`src/rtl/demux_vc_pkg.sv`:
```
// Shared definitions for the VC demultiplexer: VC identifiers, default
// flit geometry, holding-buffer depth and the occupancy type used by
// both the top level and the per-VC buffer.
package demux_vc_pkg;

  localparam int VC0_ID        = 0;
  localparam int VC1_ID        = 1;

  localparam int DEF_BITNUMBER = 6;
  localparam int DEF_SEL_BIT   = 4;
  localparam int DEF_CNT_W     = 8;

  localparam int VC_DEPTH      = 2;
  localparam int OCC_W         = $clog2(VC_DEPTH + 1);
  localparam int PTR_W         = $clog2(VC_DEPTH);

  typedef logic [OCC_W-1:0] occ_t;

  localparam occ_t OCC_FULL    = occ_t'(VC_DEPTH);

  function automatic logic buf_full(input occ_t occ);
    return occ == OCC_FULL;
  endfunction

endpackage

```
`src/rtl/vc_skid_fifo.sv`:
```
// Purpose  : 2-entry holding buffer for one VC with a registered output stage.
// Latency  : flit pushed at edge N is emitted at edge N+1 at the earliest (no bypass).
// Backpress: pause holds the head entry and drives a zero/invalid output; the
//            producer must not push while occ reports full.
// Ports    : clk, reset (async active-low); push/push_data write an entry;
//            pause stalls emission; occ is the registered occupancy; pop
//            flags an emission this cycle; data_out/valid_out are registered.
module vc_skid_fifo
  import demux_vc_pkg::*;
#(
  parameter int W = DEF_BITNUMBER
) (
  input  logic         clk,
  input  logic         reset,
  input  logic         push,
  input  logic [W-1:0] push_data,
  input  logic         pause,
  output occ_t         occ,
  output logic         pop,
  output logic [W-1:0] data_out,
  output logic         valid_out
);

  logic [VC_DEPTH-1:0][W-1:0] mem;
  logic [PTR_W-1:0]           wr_ptr;
  logic [PTR_W-1:0]           rd_ptr;

  // Emission looks only at registered occupancy, so a flit pushed this
  // edge into an empty buffer cannot leave until the following edge.
  assign pop = (occ != '0) && !pause;

  always_ff @(posedge clk or negedge reset) begin
    if (!reset) begin
      mem       <= '0;
      wr_ptr    <= '0;
      rd_ptr    <= '0;
      occ       <= '0;
      data_out  <= '0;
      valid_out <= 1'b0;
    end else begin
      if (push) begin
        mem[wr_ptr] <= push_data;
        wr_ptr      <= wr_ptr + PTR_W'(1);
      end

      if (pop) begin
        data_out  <= mem[rd_ptr];
        valid_out <= 1'b1;
        rd_ptr    <= rd_ptr + PTR_W'(1);
      end else begin
        data_out  <= '0;
        valid_out <= 1'b0;
      end

      case ({push, pop})
        2'b10:   occ <= occ + occ_t'(1);
        2'b01:   occ <= occ - occ_t'(1);
        default: occ <= occ;
      endcase
    end
  end

endmodule

```
`src/rtl/demux_vc.sv`:
```
// Purpose  : split one flit stream into VC0/VC1 by a routing bit, counting delivered flits.
// Latency  : 2 edges from presentation to valid output on an empty, unpaused VC; 1 flit/cycle.
// Backpress: ready_in drops whenever either VC buffer is full, regardless of the flit's VC.
// Ports    : clk, reset (async active-low); data_in/valid_in/ready_in input
//            handshake; pause_vc0/1 from the downstream FIFOs; data_out0/1 and
//            valid_out0/1 registered per-VC outputs; cnt_vc0/1 emitted-flit counts.
module demux_vc
  import demux_vc_pkg::*;
#(
  parameter int BITNUMBER = DEF_BITNUMBER,
  parameter int SEL_BIT   = DEF_SEL_BIT,   // must be < BITNUMBER
  parameter int CNT_W     = DEF_CNT_W
) (
  input  logic                 clk,
  input  logic                 reset,
  input  logic [BITNUMBER-1:0] data_in,
  input  logic                 valid_in,
  output logic                 ready_in,
  input  logic                 pause_vc0,
  input  logic                 pause_vc1,
  output logic [BITNUMBER-1:0] data_out0,
  output logic                 valid_out0,
  output logic [BITNUMBER-1:0] data_out1,
  output logic                 valid_out1,
  output logic [CNT_W-1:0]     cnt_vc0,
  output logic [CNT_W-1:0]     cnt_vc1
);

  localparam logic VC1_SEL = 1'(VC1_ID);

  occ_t occ0;
  occ_t occ1;
  logic pop0;
  logic pop1;
  logic accept;
  logic to_vc1;

  // Deliberately conservative: one full VC stalls the whole input so the
  // ready path never depends on data_in.
  assign ready_in = !buf_full(occ0) && !buf_full(occ1);
  assign accept   = valid_in && ready_in;
  assign to_vc1   = (data_in[SEL_BIT] == VC1_SEL);

  vc_skid_fifo #(.W(BITNUMBER)) u_vc0 (
    .clk       (clk),
    .reset     (reset),
    .push      (accept && !to_vc1),
    .push_data (data_in),
    .pause     (pause_vc0),
    .occ       (occ0),
    .pop       (pop0),
    .data_out  (data_out0),
    .valid_out (valid_out0)
  );

  vc_skid_fifo #(.W(BITNUMBER)) u_vc1 (
    .clk       (clk),
    .reset     (reset),
    .push      (accept && to_vc1),
    .push_data (data_in),
    .pause     (pause_vc1),
    .occ       (occ1),
    .pop       (pop1),
    .data_out  (data_out1),
    .valid_out (valid_out1)
  );

  // Counters wrap naturally at 2^CNT_W.
  always_ff @(posedge clk or negedge reset) begin
    if (!reset) begin
      cnt_vc0 <= '0;
      cnt_vc1 <= '0;
    end else begin
      if (pop0) cnt_vc0 <= cnt_vc0 + CNT_W'(1);
      if (pop1) cnt_vc1 <= cnt_vc1 + CNT_W'(1);
    end
  end

endmodule

```
`config.mk`:
```
export PLATFORM = sky130hd
export DESIGN_NAME = demux_vc
export DESIGN_NICKNAME = d
export VERILOG_FILES = /design/src/rtl/demux_vc_pkg.sv /design/src/rtl/vc_skid_fifo.sv /design/src/rtl/demux_vc.sv
export SDC_FILE = /design/constraint.sdc
export NUM_CORES = 1
export LEC_CHECK = 0
export BUFFER_PORTS_ARGS = -buffer_cell sky130_fd_sc_hd__buf_2
export CAP_MARGIN = 20
export CORE_UTILIZATION = 30
export CTS_CLUSTER_DIAMETER = 50
export DETAILED_ROUTE_END_ITERATION = 6
export PLACE_DENSITY = 0.53
export SYNTH_ARGS = -nofsm -noshare
export SYNTH_HDL_FRONTEND = slang
export SYNTH_HIERARCHICAL = 1
export SYNTH_SLANG_ARGS = --single-unit
```
`constraint.sdc`:
```
create_clock -name clk -period 2.1 [get_ports clk]
set_input_delay 0.315 -clock clk [delete_from_list [all_inputs] [get_ports clk]]
set_output_delay 0.315 -clock clk [all_outputs]
set_load 0.01 [all_outputs]
```
==> results.json <==
{
  "crit_path_cell_trace": "inv_1, a22oi_1, and3_1, inv_2, ha_1, nor2_1, xor2_1",
  "r2r-start": "u_vc0/occ[0]",
  "rsz0062_at_grt": "false",
  "grt_overflow": 0,
  "worst_slack_ps": 308,
  "netlist-cell-type-count": 20,
  "slowest_stage": "dfrtp_1",
  "critPathCaptureType": "register",
  "routed_wl_um": 4400,
  "via_count": 1480,
  "grt_max_degree": 63,
  "final_nets": 247,
  "syn_area_um2": 2480,
  "synth_warnings": 6,
  "die_w_um": 93.0,
  "fin_crit_sh_pct": 85.3,
  "synth_area_leaders": "dfrtp_1 (62%), mux2_2 (12%), mux2i_1 (4.8%)",
  "status": "completed",
  "numCtsBuffers": 9,
  "place_ws_ps": 304,
  "clock_latency_ps": 330,
  "synth_nets": 192,
  "io_buffers": 41,
  "h-tree-depth": 3,
  "hold_path_end": "u_vc1/mem[3]",
  "crit_family": "flip-flops",
  "cellLeakagePower_nw": 1.52,
  "post-dp-hpwl_um": 2990,
  "r2r_end": "u_vc1/occ[1]",
  "antenna_found_initial": 0,
  "vias_per_cell": 4.37,
  "drv_cap": 0,
  "synth.most_common_cell": "dfrtp_1",
  "firstDrtPassIters": 2,
  "fin_hold_ws_ps": 259,
  "crit_required_ps": 2360,
  "clk_pin_slew_worst_paths_ps": 60,
  "hold_viol": 0,
  "ys_async_sr_fraction_pct": 100,
  "area_delta_synth_final_pct": 24.5,
  "worstHoldPathCells": 2,
  "ir_drop_v": 0.000638,
  "hold_start": "data_in[3]",
  "holdCritPathClass": "in -> reg",
  "drive_above_1_share_pct": 40.5,
  "tightestPinTransition_ps": 415,
  "yosys.area.top_type": "dfrtp_1",
  "grt_pass1_vias": 1499,
  "synth_edf_count": 0,
  "fill_cells": 790,
  "cts_tree": "built",
  "grtUsageTotal_pct": 11.6,
  "yosys_most_used_dff": "dfrtp_1",
  "ctsResizeCount": 0,
  "power.density_nw_per_um2": 1550,
  "root_buffer": "clkbuf_8",
  "synthCells": 177,
  "seq_area_frac_synth_pct": 62.4,
  "rows": 32,
  "ant_nets": 0,
  "r2r_slack_ps": 310,
  "start_util_pct": 31.5,
  "drt_iter0_markers": 64,
  "post_cts_buffers": 0,
  "crit_buf_inv": 2,
  "critPathLaunchType": "register",
  "cp.arrival_ps": 2050,
  "finalSetupViolations": 0,
  "skew_ps": 6.60,
  "fp.coreArea_um2": 7890,
  "multi_input_area_um2": 901,
  "fin_setup_tns_ps": 0,
  "io_pins": 42,
  "ys_ff_latch": 62,
  "fmax_ghz": 0.558,
  "post-route-min-period_ps": 1790,
  "synth.avg_cell_area_um2": 14.0,
  "grt_pass1_wl_um": 7470,
  "power_frac_comb_pct": 29.6,
  "diodes": 0,
  "drcViolationCount": 0,
  "r2r_cells": 7,
  "switchingPower_mw": 1.50,
  "relSlewSlack_pct": 72.3,
  "dieArea_um2": 8650,
  "internal_power_mw": 3.28,
  "dp.cells": 322,
  "seqPwrFrac_pct": 45.3,
  "crit_fanout": 4,
  "worstSetupPathType": "reg -> reg",
  "slew_violations": 0,
  "slowest_delay_ps": 430,
  "clkPwrFrac_pct": 25.1,
  "wl_per_cell_um": 13.0,
  "cts_sinks": 62,
  "ff_latch_area_um2": 1550,
  "gp_congestion": 0.659,
  "synthTopCellsByCount": "dfrtp_1 (62), mux2_2 (26), nor2_1 (19)",
  "die_y_um": 93.0,
  "synth_top_area_share_pct": 62.4,
  "switching_share_pct": 31.4,
  "ctsLongestPathBuffers": 2,
  "finalNonFillerCells": 339
}
[worst reg2reg max path: stages (launching register included)]
cell,delay (ps)
dfrtp_1,430
inv_1,60
a22oi_1,260
and3_1,290
inv_2,70
ha_1,320
nor2_1,140
xor2_1,150
[layer usage]
metal	GRT usage (%)	up-vias	routed length (um)
li1	-	710	-
met1	14.8	731	2040
met2	16.9	34	2070
met3	5.93	5	227
met4	3.46	0	56
met5	0	-	0
[power groups by stage]
| stage | logic [mW] | clock network, mW | registers (mW) |
|---|---|---|---|
| final | 1.42 | 1.20 | 2.17 |
| after detailed placement | 1.45 | 0 | 2.20 |
| after global placement | 1.42 | 0 | 2.19 |
| after floorplan | 0.951 | 0 | 2.18 |
| after global routing | 1.58 | 1.30 | 2.25 |
| after CTS | 1.45 | 1.24 | 2.18 |
[flip-flops by register name, summed over array words and instances, names as in the netlist]
signal	count
u_vc0/mem	12
u_vc1/rd_ptr	1
cnt_vc1	8
u_vc0/data_out	6
u_vc1/valid_out	1
u_vc1/data_out	6
u_vc0/occ	2
u_vc1/occ	2
u_vc1/mem	12
u_vc0/rd_ptr	1
u_vc1/wr_ptr	1
u_vc0/valid_out	1
cnt_vc0	8
u_vc0/wr_ptr	1
[repair_timing]
| action | 4_1_cts | 5_1_grt |
|---|---|---|
| hold buffers | 1 | 0 |
| setup endpoints to repair | 0 | 0 |
| hold endpoints to repair | 51 | 0 |
[kinds of logic after synthesis]
logic type	count (synthesis)	share of synthesized area, %
AOI/OAI and AO/OA	3	1.21
muxes	38	16.6
and+or+nand+nor	38	7.96
DFF	62	62.4
buffers and inverters	8	1.31
adders and majority gates	4	2.01
xor gates and xnor gates	24	8.46
[layout make-up]
type | count | area share, %
clock inverter | 3 | 2.10
clock buffer | 13 | 5.46
sequential | 62 | 50.1
multi-input combinational | 107 | 29.1
tap | 102 | 4.12
timing repair buffer | 46 | 8.33
inverter | 6 | 0.728
[how the worst max path moves through the flow]
| stage | startpoint | end | slack, ps | cells after the start |
|---|---|---|---|---|
| after floorplan | u_vc0/occ[0] | u_vc0/occ[1] | 330 | 7 |
| after global placement | u_vc1/occ[0] | u_vc1/occ[1] | 370 | 7 |
| after detailed placement | u_vc0/occ[0] | u_vc0/occ[1] | 300 | 7 |
| after CTS | u_vc0/occ[0] | u_vc0/occ[1] | 300 | 7 |
| after global routing | u_vc1/occ[0] | u_vc1/occ[1] | 130 | 8 |
| final | u_vc0/occ[0] | u_vc1/occ[1] | 310 | 7 |
[through the flow]
step	power (mW)	cell area, um2	util [%]
floorplan	3.13	2480	-
global placement	3.61	2850	36.1
detailed placement	3.64	2850	36.1
CTS	4.88	3090	39.2
global route	5.13	3090	39.2
finish	4.79	3090	39.2
[placed cells by master (no fill, tap or decap)]
cell type	instances
buf_2	41
inv_1	4
nand2_1	6
and3_1	1
nor2_1	19
a22oi_1	1
and3b_1	1
nand2_2	2
mux2i_1	12
clkbuf_8	12
clkinv_2	1
mux2_2	26
dfrtp_1	62
inv_2	2
o21bai_2	2
nor3_2	1
buf_4	3
xor2_1	12
bufinv_16	2
clkbuf_1	1
nor2_4	2
buf_12	1
dlygate4sd3_1	1
ha_1	4
nand4_2	1
nand4_1	5
xnor2_1	12
Power figures use the tool's default switching activity.
